`src/rtl/udma_tx_ch_pkg.sv`:
```
// Shared types and helpers for the uDMA UART TX channel: datasize codes,
// channel state and the per-beat step / data extraction rules.
package udma_tx_ch_pkg;

    localparam logic [1:0] DS_BYTE = 2'd0;
    localparam logic [1:0] DS_HALF = 2'd1;
    localparam logic [1:0] DS_WORD = 2'd2;

    typedef enum logic {
        IDLE = 1'b0,
        RUN  = 1'b1
    } ch_state_e;

    // Bytes consumed per beat; code 3 behaves as a word.
    function automatic logic [2:0] step_bytes(input logic [1:0] datasize);
        case (datasize)
            DS_BYTE: return 3'd1;
            DS_HALF: return 3'd2;
            default: return 3'd4;
        endcase
    endfunction

    function automatic logic [31:0] extract_beat(input logic [31:0] rdata,
                                                 input logic [1:0]  offset,
                                                 input logic [1:0]  datasize);
        case (datasize)
            DS_BYTE: return {24'h0, 8'(rdata >> {offset, 3'b000})};
            DS_HALF: return {16'h0, 16'(rdata >> {offset[1], 4'b0000})};
            default: return rdata;
        endcase
    endfunction

endpackage

```
`src/rtl/udma_tx_resp_buf.sv`:
```
// Two-entry valid/ready response buffer with flush; push and pop may
// coincide, including when full.
module udma_tx_resp_buf (
    input  logic        clk,
    input  logic        rst_n,
    input  logic        flush_i,
    input  logic        push_i,
    input  logic [31:0] data_i,
    output logic        valid_o,
    input  logic        ready_i,
    output logic [31:0] data_o,
    output logic [1:0]  count_o
);

    logic [31:0] mem_q [2];
    logic [31:0] mem_d [2];
    logic        rd_ptr_q, rd_ptr_d;
    logic        wr_ptr_q, wr_ptr_d;
    logic [1:0]  count_q, count_d;
    logic        do_pop, do_push;

    assign do_pop  = ready_i && (count_q != 2'd0);
    assign do_push = push_i && ((count_q != 2'd2) || do_pop);

    // NOTE: every variable gets a default at the top of always_comb so no path leaves it unassigned (no latch).
    always_comb begin
        mem_d    = mem_q;
        rd_ptr_d = rd_ptr_q;
        wr_ptr_d = wr_ptr_q;
        count_d  = count_q;
        if (flush_i) begin
            rd_ptr_d = 1'b0;
            wr_ptr_d = 1'b0;
            count_d  = 2'd0;
        end else begin
            if (do_push) begin
                mem_d[wr_ptr_q] = data_i;
                wr_ptr_d        = ~wr_ptr_q;
            end
            if (do_pop) begin
                rd_ptr_d = ~rd_ptr_q;
            end
            count_d = count_q + {1'b0, do_push} - {1'b0, do_pop};
        end
    end

    // NOTE: state updates use non-blocking assignments so every flop samples pre-edge values.
    always_ff @(posedge clk or negedge rst_n) begin
        if (!rst_n) begin
            // NOTE: the two storage words are reset too, so data_o reads 0 out of reset.
            for (int i = 0; i < 2; i++) begin
                mem_q[i] <= '0;
            end
            rd_ptr_q <= 1'b0;
            wr_ptr_q <= 1'b0;
            count_q  <= 2'd0;
        end else begin
            mem_q    <= mem_d;
            rd_ptr_q <= rd_ptr_d;
            wr_ptr_q <= wr_ptr_d;
            count_q  <= count_d;
        end
    end

    assign valid_o = (count_q != 2'd0);
    assign data_o  = mem_q[rd_ptr_q];
    assign count_o = count_q;

endmodule

```
`src/rtl/udma_uart_tx_channel.sv`:
```
// Single-channel uDMA TX engine: turns UART TX beat requests into L2 reads
// for one programmed transfer (plus one queued), and returns aligned data.
module udma_uart_tx_channel
    import udma_tx_ch_pkg::*;
#(
    parameter int L2_AWIDTH_NOAL = 12,
    parameter int TRANS_SIZE     = 16
) (
    input  logic                      sys_clk_i,
    input  logic                      rstn_i,
    input  logic [L2_AWIDTH_NOAL-1:0] cfg_startaddr_i,
    input  logic [TRANS_SIZE-1:0]     cfg_size_i,
    input  logic [1:0]                cfg_datasize_i,
    input  logic                      cfg_continuous_i,
    input  logic                      cfg_en_i,
    input  logic                      cfg_clr_i,
    output logic                      cfg_en_o,
    output logic                      cfg_pending_o,
    output logic [L2_AWIDTH_NOAL-1:0] cfg_curr_addr_o,
    output logic [TRANS_SIZE-1:0]     cfg_bytes_left_o,
    output logic                      eot_o,
    input  logic                      data_req_i,
    output logic                      data_gnt_o,
    output logic [31:0]               data_o,
    output logic                      data_valid_o,
    input  logic                      data_ready_i,
    output logic                      l2_req_o,
    input  logic                      l2_gnt_i,
    output logic [L2_AWIDTH_NOAL-1:0] l2_addr_o,
    input  logic [31:0]               l2_rdata_i,
    input  logic                      l2_rvalid_i
);

    ch_state_e                 state_q, state_d;
    logic [L2_AWIDTH_NOAL-1:0] curr_addr_q, curr_addr_d, start_q, start_d, pend_addr_q, pend_addr_d;
    logic [TRANS_SIZE-1:0]     bytes_left_q, bytes_left_d, size_q, size_d, pend_size_q, pend_size_d;
    logic [1:0]                ds_q, ds_d, pend_ds_q, pend_ds_d, infl_off_q, infl_off_d, infl_ds_q, infl_ds_d;
    logic                      cont_q, cont_d, pend_cont_q, pend_cont_d;
    logic                      pend_valid_q, pend_valid_d, inflight_q, inflight_d;

    logic [2:0]  step;
    logic [1:0]  buf_count;
    logic        credit, req, gnt, last, en_ok, buf_push;

    assign step   = step_bytes(ds_q);
    // At most two beats outstanding, so the 2-entry buffer can never overflow.
    assign credit = ({1'b0, buf_count} + {2'b00, inflight_q}) < 3'd2;
    assign req    = (state_q == RUN) && data_req_i && (bytes_left_q != '0) && credit;
    assign gnt    = req && l2_gnt_i && !cfg_clr_i;
    assign last   = gnt && (bytes_left_q <= TRANS_SIZE'(step));
    assign en_ok  = cfg_en_i && (cfg_size_i != '0);

    always_comb begin
        state_d      = state_q;
        curr_addr_d  = curr_addr_q;
        bytes_left_d = bytes_left_q;
        start_d      = start_q;
        size_d       = size_q;
        ds_d         = ds_q;
        cont_d       = cont_q;
        pend_valid_d = pend_valid_q;
        pend_addr_d  = pend_addr_q;
        pend_size_d  = pend_size_q;
        pend_ds_d    = pend_ds_q;
        pend_cont_d  = pend_cont_q;
        inflight_d   = 1'b0;
        infl_off_d   = infl_off_q;
        infl_ds_d    = infl_ds_q;
        if (cfg_clr_i) begin
            state_d      = IDLE;
            bytes_left_d = '0;
            pend_valid_d = 1'b0;
        end else begin
            inflight_d = gnt;
            if (gnt) begin
                infl_off_d = curr_addr_q[1:0];
                infl_ds_d  = ds_q;
            end
            if (state_q == IDLE) begin
                if (en_ok) begin
                    state_d      = RUN;
                    curr_addr_d  = cfg_startaddr_i;
                    start_d      = cfg_startaddr_i;
                    bytes_left_d = cfg_size_i;
                    size_d       = cfg_size_i;
                    ds_d         = cfg_datasize_i;
                    cont_d       = cfg_continuous_i;
                end
            end else begin
                if (en_ok && !pend_valid_q) begin
                    pend_valid_d = 1'b1;
                    pend_addr_d  = cfg_startaddr_i;
                    pend_size_d  = cfg_size_i;
                    pend_ds_d    = cfg_datasize_i;
                    pend_cont_d  = cfg_continuous_i;
                end
                if (gnt) begin
                    curr_addr_d  = curr_addr_q + L2_AWIDTH_NOAL'(step);
                    bytes_left_d = last ? '0 : bytes_left_q - TRANS_SIZE'(step);
                end
                if (last) begin
                    if (cont_q) begin
                        curr_addr_d  = start_q;
                        bytes_left_d = size_q;
                    end else if (pend_valid_d) begin
                        // Reads the _d slot so an enqueue in this very cycle is taken at once.
                        curr_addr_d  = pend_addr_d;
                        start_d      = pend_addr_d;
                        bytes_left_d = pend_size_d;
                        size_d       = pend_size_d;
                        ds_d         = pend_ds_d;
                        cont_d       = pend_cont_d;
                        pend_valid_d = 1'b0;
                    end else begin
                        state_d = IDLE;
                    end
                end
            end
        end
    end

    always_ff @(posedge sys_clk_i or negedge rstn_i) begin
        if (!rstn_i) begin
            state_q      <= IDLE;
            curr_addr_q  <= '0;
            bytes_left_q <= '0;
            start_q      <= '0;
            size_q       <= '0;
            ds_q         <= DS_BYTE;
            cont_q       <= 1'b0;
            pend_valid_q <= 1'b0;
            pend_addr_q  <= '0;
            pend_size_q  <= '0;
            pend_ds_q    <= DS_BYTE;
            pend_cont_q  <= 1'b0;
            inflight_q   <= 1'b0;
            infl_off_q   <= 2'd0;
            infl_ds_q    <= DS_BYTE;
        end else begin
            state_q      <= state_d;
            curr_addr_q  <= curr_addr_d;
            bytes_left_q <= bytes_left_d;
            start_q      <= start_d;
            size_q       <= size_d;
            ds_q         <= ds_d;
            cont_q       <= cont_d;
            pend_valid_q <= pend_valid_d;
            pend_addr_q  <= pend_addr_d;
            pend_size_q  <= pend_size_d;
            pend_ds_q    <= pend_ds_d;
            pend_cont_q  <= pend_cont_d;
            inflight_q   <= inflight_d;
            infl_off_q   <= infl_off_d;
            infl_ds_q    <= infl_ds_d;
        end
    end

    // A response arriving in an abort cycle belongs to the cancelled transfer.
    assign buf_push = l2_rvalid_i && inflight_q && !cfg_clr_i;

    udma_tx_resp_buf u_resp_buf (
        .clk     (sys_clk_i),
        .rst_n   (rstn_i),
        .flush_i (cfg_clr_i),
        .push_i  (buf_push),
        .data_i  (extract_beat(l2_rdata_i, infl_off_q, infl_ds_q)),
        .valid_o (data_valid_o),
        .ready_i (data_ready_i),
        .data_o  (data_o),
        .count_o (buf_count)
    );

    assign cfg_en_o         = (state_q == RUN);
    assign cfg_pending_o    = pend_valid_q;
    assign cfg_curr_addr_o  = curr_addr_q;
    assign cfg_bytes_left_o = bytes_left_q;
    assign eot_o            = last;
    assign data_gnt_o       = gnt;
    assign l2_req_o         = req;
    assign l2_addr_o        = curr_addr_q;

endmodule

```
`config.mk`:
```
export PLATFORM = sky130hd
export DESIGN_NAME = udma_uart_tx_channel
export DESIGN_NICKNAME = d
export VERILOG_FILES = /design/src/rtl/udma_tx_ch_pkg.sv /design/src/rtl/udma_tx_resp_buf.sv /design/src/rtl/udma_uart_tx_channel.sv
export SDC_FILE = /design/constraint.sdc
export NUM_CORES = 1
export LEC_CHECK = 0
export ABC_AREA = 1
export BUFFER_PORTS_ARGS = -buffer_cell sky130_fd_sc_hd__buf_4
export CAP_MARGIN = 15
export CORE_MARGIN = 3
export CORE_UTILIZATION = 55
export CTS_BUF_LIST = sky130_fd_sc_hd__clkbuf_4
export DETAILED_ROUTE_END_ITERATION = 8
export GPL_ROUTABILITY_DRIVEN = 1
export PLACE_DENSITY = 0.77
export SLEW_MARGIN = 20
export SYNTH_ARGS = -nofsm -noshare
export SYNTH_HDL_FRONTEND = slang
export SYNTH_SLANG_ARGS = --single-unit
```
`constraint.sdc`:
```
create_clock -name sys_clk_i -period 3.2 [get_ports sys_clk_i]
set_input_delay 0.32 -clock sys_clk_i [delete_from_list [all_inputs] [get_ports sys_clk_i]]
set_output_delay 0.32 -clock sys_clk_i [all_outputs]
set_load 0.02 [all_outputs]
```
==> impl_metrics.py, run 1 <==
metrics = {
    "clock_tree": {
        "htreeDepth": 4,
        "cts-buffers-inserted": 17,
        "insertion_delay_ns": 0.57,
        "cts_tree": "yes",
        "clock-root-buffer": "clkbuf_4",
        "ctsResizeCount": 0,
        "cts.reportedPaths.clkPinSlew_ns": 0.14,
        "cts.path.max_buffers": 2,
        "cts.sinks": 165,
    },
    "floorplanning": {
        "core_mm2": 0.0180,
        "dieArea_mm2": 0.0201,
        "dieWidth_um": 142,
        "rows": 49,
        "initial_core_util_pct": 56.3,
        "die_h_um": 142,
        "io_pins": 149,
    },
    "cells_and_area": {
        "nNetsFinal": 1679,
        "drive_above_1_share_pct": 15.9,
        "syn2layout_area_growth_pct": 14.3,
        "utilization_pct": 64.3,
    },
    "sta": {
        "slew_headroom_pct": 35.4,
        "hold_ws_ns": 0.0569,
        "fin_crit_sh_pct": 91.2,
        "max_freq_mhz": 343,
        "hold_viol": 0,
        "fin_crit_ns": 2.92,
        "maxSlewViolCount": 0,
        "tightest_slew_ns": 0.969,
        "rsz0062_at_grt": "false",
        "fin_skew_ns": 0.0273,
        "setup_viol": 0,
        "timing.final.ws_setup_ns": 0.281,
        "tns_ns": 0,
    },
    "pwr": {
        "p_leak_nw": 6.17,
        "pwr-share-clk_pct": 20.2,
        "power.internal_mw": 3.88,
        "pwr-share-comb_pct": 38.5,
        "power_frac_seq_pct": 41.3,
        "ir_drop_uv": 357,
        "p_per_area_mw_per_mm2": 568,
        "power.share.switching_pct": 41.1,
        "p_switching_mw": 2.70,
    },
    "logic_synthesis": {
        "yosys-mux-area-fraction_pct": 0,
        "synth_top_family_by_area": "simple AND/OR/NAND/NOR gates",
        "synth.distinct_cells": 42,
        "syn-num-nets": 1575,
        "ys_seq_elements": 165,
        "yosys_warnings": 0,
        "syn_avg_cell_area_um2": 6.79,
        "synth-compound-area-share_pct": 11.4,
        "syn_inst": 1494,
        "synthAdderAreaFrac_pct": 1.38,
        "synth_area_mm2": 0.0101,
        "synth_xor_area_share_pct": 0.690,
        "ys_seq_area_share_pct": 40.7,
        "synth_simple_gate_area_share_pct": 36.3,
    },
    "hold_path": {
        "hp-class": "in2reg",
        "min_from": "l2_rdata_i[20]",
    },
    "routing": {
        "drt_first_pass_iters": 5,
        "remaining_drc_errors": 0,
        "first_iter_violations": 751,
        "vias": 9811,
        "wire_per_inst_um": 14.9,
        "viasPerCell": 5.33,
        "drtAntennaViolNets": 0,
        "wl_um": 27400,
    },
    "worst_setup_path": {
        "worstSetupEndpointType": "output pin",
        "critPathMaxFanout": 17,
        "cp.arrival_ns": 2.60,
        "rr_startpoint": "ds_q[1]",
        "crit_type": "reg2out",
        "cp.required_ns": 2.88,
        "crit_start": "cfg_bytes_left_o[0]",
        "critPathLaunchType": "flop",
    },
    "placed_design": {
        "place_hpwl_um": 19700,
        "dp_slack_ns": 0.400,
        "io_buffers": 148,
        "gp_congestion": 0.927,
    },
    "global_routing": {
        "grt_max_degree": 87,
        "grt_pass1_wl_um": 45500,
        "antenna_found_initial": 1,
        "grt_usage_pct": 27.9,
        "grt_pass1_vias": 9121,
        "grt_overflow_total": 0,
    },
    "run": {
        "cap_violations": 0,
    },
    "run_status": {
        "outcome": "completed",
    },
}
==> timing repair <==
action / in CTS / in global routing
buffers inserted: 0 / 0
hold buffers: 6 / 2
hold endpoints to repair: 90 / 2
setup endpoints to repair: 0 / 0
==> power by group through the flow <==
stage | registers (mW) | logic (mW) | clock network, mW
6_report | 2.72 | 2.53 | 1.33
5_1_grt | 2.76 | 2.86 | 1.45
4_1_cts | 2.71 | 2.53 | 1.36
3_5_place_dp | 2.75 | 2.51 | 0
3_3_place_gp | 2.74 | 2.46 | 0
2_1_floorplan | 2.69 | 1.71 | 0
==> registers in the layout (all words and copies together), names as in the netlist <==
| signal | cells |
|---|---|
| pend_ds_q | 2 |
| u_resp_buf.mem_q | 64 |
| cfg_en_o | 1 |
| infl_ds_q | 2 |
| cont_q | 1 |
| pend_size_q | 16 |
| ds_q | 2 |
| cfg_curr_addr_o | 12 |
| size_q | 16 |
| cfg_bytes_left_o | 16 |
| start_q | 12 |
| infl_off_q | 2 |
| u_resp_buf.rd_ptr_q | 1 |
| pend_cont_q | 1 |
| pend_addr_q | 12 |
| cfg_pending_o | 1 |
| u_resp_buf.count_o | 2 |
| u_resp_buf.wr_ptr_q | 1 |
| inflight_q | 1 |
==> area by class of cell <==
type	count	area (µm²)
Timing Repair Buffer	174	1360
Sequential cell	165	4130
Clock buffer	17	128
Antenna cell	1	2.50
Clock inverter	15	179
Fill cell	1724	6430
Multi-Input combinational cell	1116	5040
Inverter	124	473
Tap cell	229	287
==> placed cells by master, fill, tap and decap left out, types with 3 or more instances in the layout <==
master         synthesis  routed
nor2_4                 4       4
nor2_1                79      79
dlygate4sd3_1          0       8
nand3_1               70      70
o21bai_1               4       4
nand4_1               30      30
xnor2_1                5       5
or2_2                  7       7
inv_6                  0       3
clkinv_4               0       4
nand2_4                4       4
o21ai_0              166     166
nand2_1              649     649
inv_2                  6       7
bufinv_16              0       3
clkinv_1               2       4
clkbuf_4               0      17
nor2_2                 5       5
nand2_2               23      23
o21ai_1               11      11
buf_4                 19     163
ha_1                   8       8
a21oi_1               28      28
inv_1                115     114
dfrtp_1              165     165
xor2_1                 3       3
==> worst max-delay path, cell delays in order, from the launching register on <==
cell     delay (ns)
dfrtp_1        0.43
inv_1          0.06
ha_1           0.22
fa_1           0.44
o21ai_4        0.22
nor2_4         0.07
o21ai_2        0.27
nor2_8         0.13
buf_4          0.18
==> metrics by stage <==
stage | cell area, µm² | cells | power (mW)
floorplan | 10100 | 1494 | 4.41
global placement | 11200 | 1800 | 5.20
global route | 11600 | 1841 | 7.07
CTS | 11600 | 1838 | 6.60
finish | 11600 | 1841 | 6.58
detailed placement | 11200 | 1800 | 5.26
==> layer usage <==
layer,vias to the layer above,track usage [%],wire length (µm)
met1,4517,39.8,12300
met3,46,4.48,1920
met5,-,0,0
met2,348,43.5,12500
met4,0,9.39,654
li1,4900,-,-
==> path summary, 6_finish.rpt <==
check                                       end  cells after the start  slack (ns)
setup / recovery                          eot_o                      8        0.28
hold / removal             u_resp_buf.mem_q[52]                      3        0.06
setup reg to reg                      size_q[2]                     12        0.35
hold reg to reg                       size_q[4]                      2        0.49
max in group asynchronous   cfg_bytes_left_o[6]                      3        2.05
min in group asynchronous  u_resp_buf.mem_q[22]                      2        0.39
==> Yosys cell counts, drive strengths merged <==
library cell	n	area share (%)
inv	122	4.6
buf	50	3.5
nor2	90	4.1
nand4	30	1.8
dfrtp	165	41
nand3b	2	0.15
o211ai	2	0.15
ha	8	0.99
o21bai	4	0.30
nand3	72	3.7
xnor2	5	0.43
a21boi	1	0.074
or2	7	0.43
nor3b	1	0.074
clkbuf	39	1.4
xor2	3	0.26
clkinv	2	0.074
a21oi	30	1.6
o21a	1	0.074
nor3	2	0.099
nand2	676	26
o21ai	180	9.1
fa	2	0.39
==> kinds of logic after synthesis <==
family          count (synthesis)
simple gates                  880
xor+xnor                        8
fa+ha+maj                      10
compound gates                218
flops                         165
buf+inv                       213
No activity file was read; power rests on OpenSTA's default activity.
==> inputs of run 2 (changes only) <==
--- a/config.mk
+++ b/config.mk
@@ -6,14 +6,14 @@
 export NUM_CORES = 1
 export LEC_CHECK = 0
 export ABC_AREA = 1
-export BUFFER_PORTS_ARGS = -buffer_cell sky130_fd_sc_hd__buf_4
 export CAP_MARGIN = 15
 export CORE_MARGIN = 3
 export CORE_UTILIZATION = 55
 export CTS_BUF_LIST = sky130_fd_sc_hd__clkbuf_4
 export DETAILED_ROUTE_END_ITERATION = 8
+export DONT_BUFFER_PORTS = 1
 export GPL_ROUTABILITY_DRIVEN = 1
-export PLACE_DENSITY = 0.77
+export PLACE_DENSITY = 0.7
 export SLEW_MARGIN = 20
 export SYNTH_ARGS = -nofsm -noshare
 export SYNTH_HDL_FRONTEND = slang
==> run 2 against run 1 <==
The flow now finishes with violations (negative hold slack); critical path depth decreased by 1; sequential share of layout area increased by 2.6 points; power decreased by 9.3%; core utilization decreased by 4.4 points; combinational power decreased by 17%; clock power decreased by 18%; non-clock buffer count decreased by 106; setup slack got worse by 0.049 ns; sequential cell count unchanged; sequential power increased by 2%; die area unchanged; maximum frequency decreased by 1.7%.
==> impl_metrics.py, run 2 (synthesized netlist as in run 1, its figures left out) <==
metrics = {
    "routing": {
        "vias": 9381,
        "first_iter_violations": 954,
        "viasPerCell": 5.41,
        "drt_first_pass_iters": 5,
        "wire_per_inst_um": 16.1,
        "wl_um": 28000,
        "drtAntennaViolNets": 0,
        "remaining_drc_errors": 0,
    },
    "cells_and_area": {
        "num-fill-cells": 1738,
        "final_cell_mix": "nand2_1, o21ai_0, dfrtp_1, inv_1, nor2_1",
        "syn2layout_area_growth_pct": 6.40,
        "largest_register_ff_count": 64,
        "largest-register": "u_resp_buf.mem_q",
        "drive_above_1_share_pct": 7.31,
        "final_common_cell": "nand2_1",
        "nNetsFinal": 1573,
    },
    "worst_setup_path": {
        "crit_type": "reg2out",
        "crit_path_cell_trace": "inv_1 -> fa_1 -> o21ai_4 -> nor2_4 -> o21ai_2 -> nor2_8 -> buf_4",
        "path_delay_family": "flip-flops",
        "crit_buf_inv": 2,
        "crit_start": "cfg_bytes_left_o[1]",
        "worstRegToRegCells": 11,
        "critPathMaxFanout": 14,
        "cp.required_ns": 2.88,
        "reg2reg_slack_ns": 0.51,
        "worstSetupEndpointType": "output pin",
        "rr_startpoint": "cfg_bytes_left_o[1]",
        "cp.arrival_ns": 2.65,
        "slowest_stage": "dfrtp_1",
        "critPathLaunchType": "flop",
        "worstReg2RegEnd": "size_q[4]",
        "max_stage_delay_ns": 0.61,
    },
    "hold_path": {
        "hp-class": "in2async",
    },
    "clock_tree": {
        "insertion_delay_ns": 0.56,
        "cts-hold-fix-buffers": 47,
        "cts.path.max_buffers": 2,
        "clock-root-buffer": "clkbuf_4",
        "cts.reportedPaths.clkPinSlew_ns": 0.14,
        "ctsResizeCount": 0,
        "cts_setup_buffers": 0,
        "htreeDepth": 4,
        "cts-buffers-inserted": 17,
        "cts.sinks": 165,
        "cts_tree": "yes",
    },
    "floorplanning": {
        "dieArea_mm2": 0.0201,
        "rows": 49,
        "core_mm2": 0.0180,
        "io_pins": 149,
        "initial_core_util_pct": 56.3,
        "dieWidth_um": 142,
        "die_h_um": 142,
    },
    "run_status": {
        "violations": "negative hold slack",
        "outcome": "finished with violations",
    },
    "global_routing": {
        "grt_max_degree": 166,
        "grt_overflow_total": 0,
        "grt_usage_pct": 27.9,
        "grt_pass1_wl_um": 45600,
        "antenna_found_initial": 1,
        "grt_pass1_vias": 8695,
    },
    "sta": {
        "hold_viol": 165,
        "max_freq_mhz": 337,
        "tns_ns": 0,
        "slew_headroom_pct": 45.0,
        "fin_crit_sh_pct": 92.8,
        "setup_viol": 0,
        "fin_skew_ns": 0.0253,
        "tightest_slew_ns": 0.817,
        "rsz0062_at_grt": "false",
        "fin_crit_ns": 2.97,
        "hold_ws_ns": -0.562,
        "maxSlewViolCount": 0,
    },
    "pwr": {
        "power_mw": 5.97,
        "p_per_area_mw_per_mm2": 553,
        "p_leak_nw": 5.56,
        "ir_drop_uv": 316,
    },
    "run": {
        "cap_violations": 0,
    },
    "placed_design": {
        "io_buffers": 0,
        "gp_congestion": 0.904,
        "place_hpwl_um": 18800,
    },
}
-- run 2: cell count changes in the layout (fill, tap and decap cells not counted) --
cell	delta
bufinv_16	-3
dlygate4sd3_1	+39
clkinv_1	+1
clkinvlp_4	+4
buf_6	-1
clkinv_2	-1
buf_12	-2
buf_4	-142
clkinv_4	-1
-- run 2: worst register-to-register path, cell delays in order (launching register included) --
cell	delay, ns
dfrtp_1	0.61
inv_1	0.13
fa_1	0.51
o21ai_4	0.22
nor2_4	0.07
o21ai_2	0.25
nor2_8	0.09
o21ai_4	0.21
nor2_8	0.15
inv_8	0.23
nand2_1	0.10
nand2_1	0.06
-- run 2: where the power goes --
group / internal (mW) / switching [mW] / leakage (nW) / total, mW
sequential: 2.42 / 0.356 / 2.12 / 2.78
combinational: 0.641 / 1.46 / 3.33 / 2.10
clock: 0.308 / 0.783 / 0.110 / 1.09
-- run 2: final cells by class --
type	instances	area, µm²	share of cell area, %
diodes	1	2.50	0.0232
repair buffers	68	628	5.82
well taps	229	287	2.65
multi-input cells	1116	5040	46.7
clock buffers	17	128	1.18
clock inverters	15	109	1.01
inverters	124	473	4.38
flip-flops and latches	165	4130	38.2
-- run 2: how the worst max path moves through the flow --
| stage | end | slack (ns) | depth (start not counted) |
|---|---|---|---|
| 2_1_floorplan | start_q[10] | 0.77 | 12 |
| 3_3_place_gp | size_q[4] | 0.60 | 11 |
| 3_5_place_dp | size_q[6] | 0.54 | 11 |
| 4_1_cts | eot_o | 0.18 | 7 |
| 5_1_grt | eot_o | 0.12 | 7 |
| 6_report | eot_o | 0.23 | 7 |
-- run 2: layer usage --
| layer | track usage (%) | routed length (µm) | vias up |
|---|---|---|---|
| met4 | 8.18 | 488 | 0 |
| li1 | - | - | 4680 |
| met2 | 43.0 | 12900 | 377 |
| met3 | 4.99 | 2220 | 36 |
| met1 | 40.5 | 12400 | 4288 |
| met5 | 0 | 0 | - |
-- run 2: metrics by stage --
| stage | setup WS, ns | hold slack (ns) | instance area, µm² | std cells | utilization (%) |
|---|---|---|---|---|---|
| floorplan | 0.774 | 0.0244 | 10100 | 1494 | - |
| global placement | 0.604 | 0.0291 | 10100 | 1655 | 56.0 |
| detailed placement | 0.543 | 0.0289 | 10100 | 1655 | 56.0 |
| CTS | 0.179 | -0.620 | 10800 | 1734 | 59.9 |
| global route | 0.117 | -0.620 | 10800 | 1735 | 59.9 |
| finish | 0.232 | -0.562 | 10800 | 1735 | 59.9 |
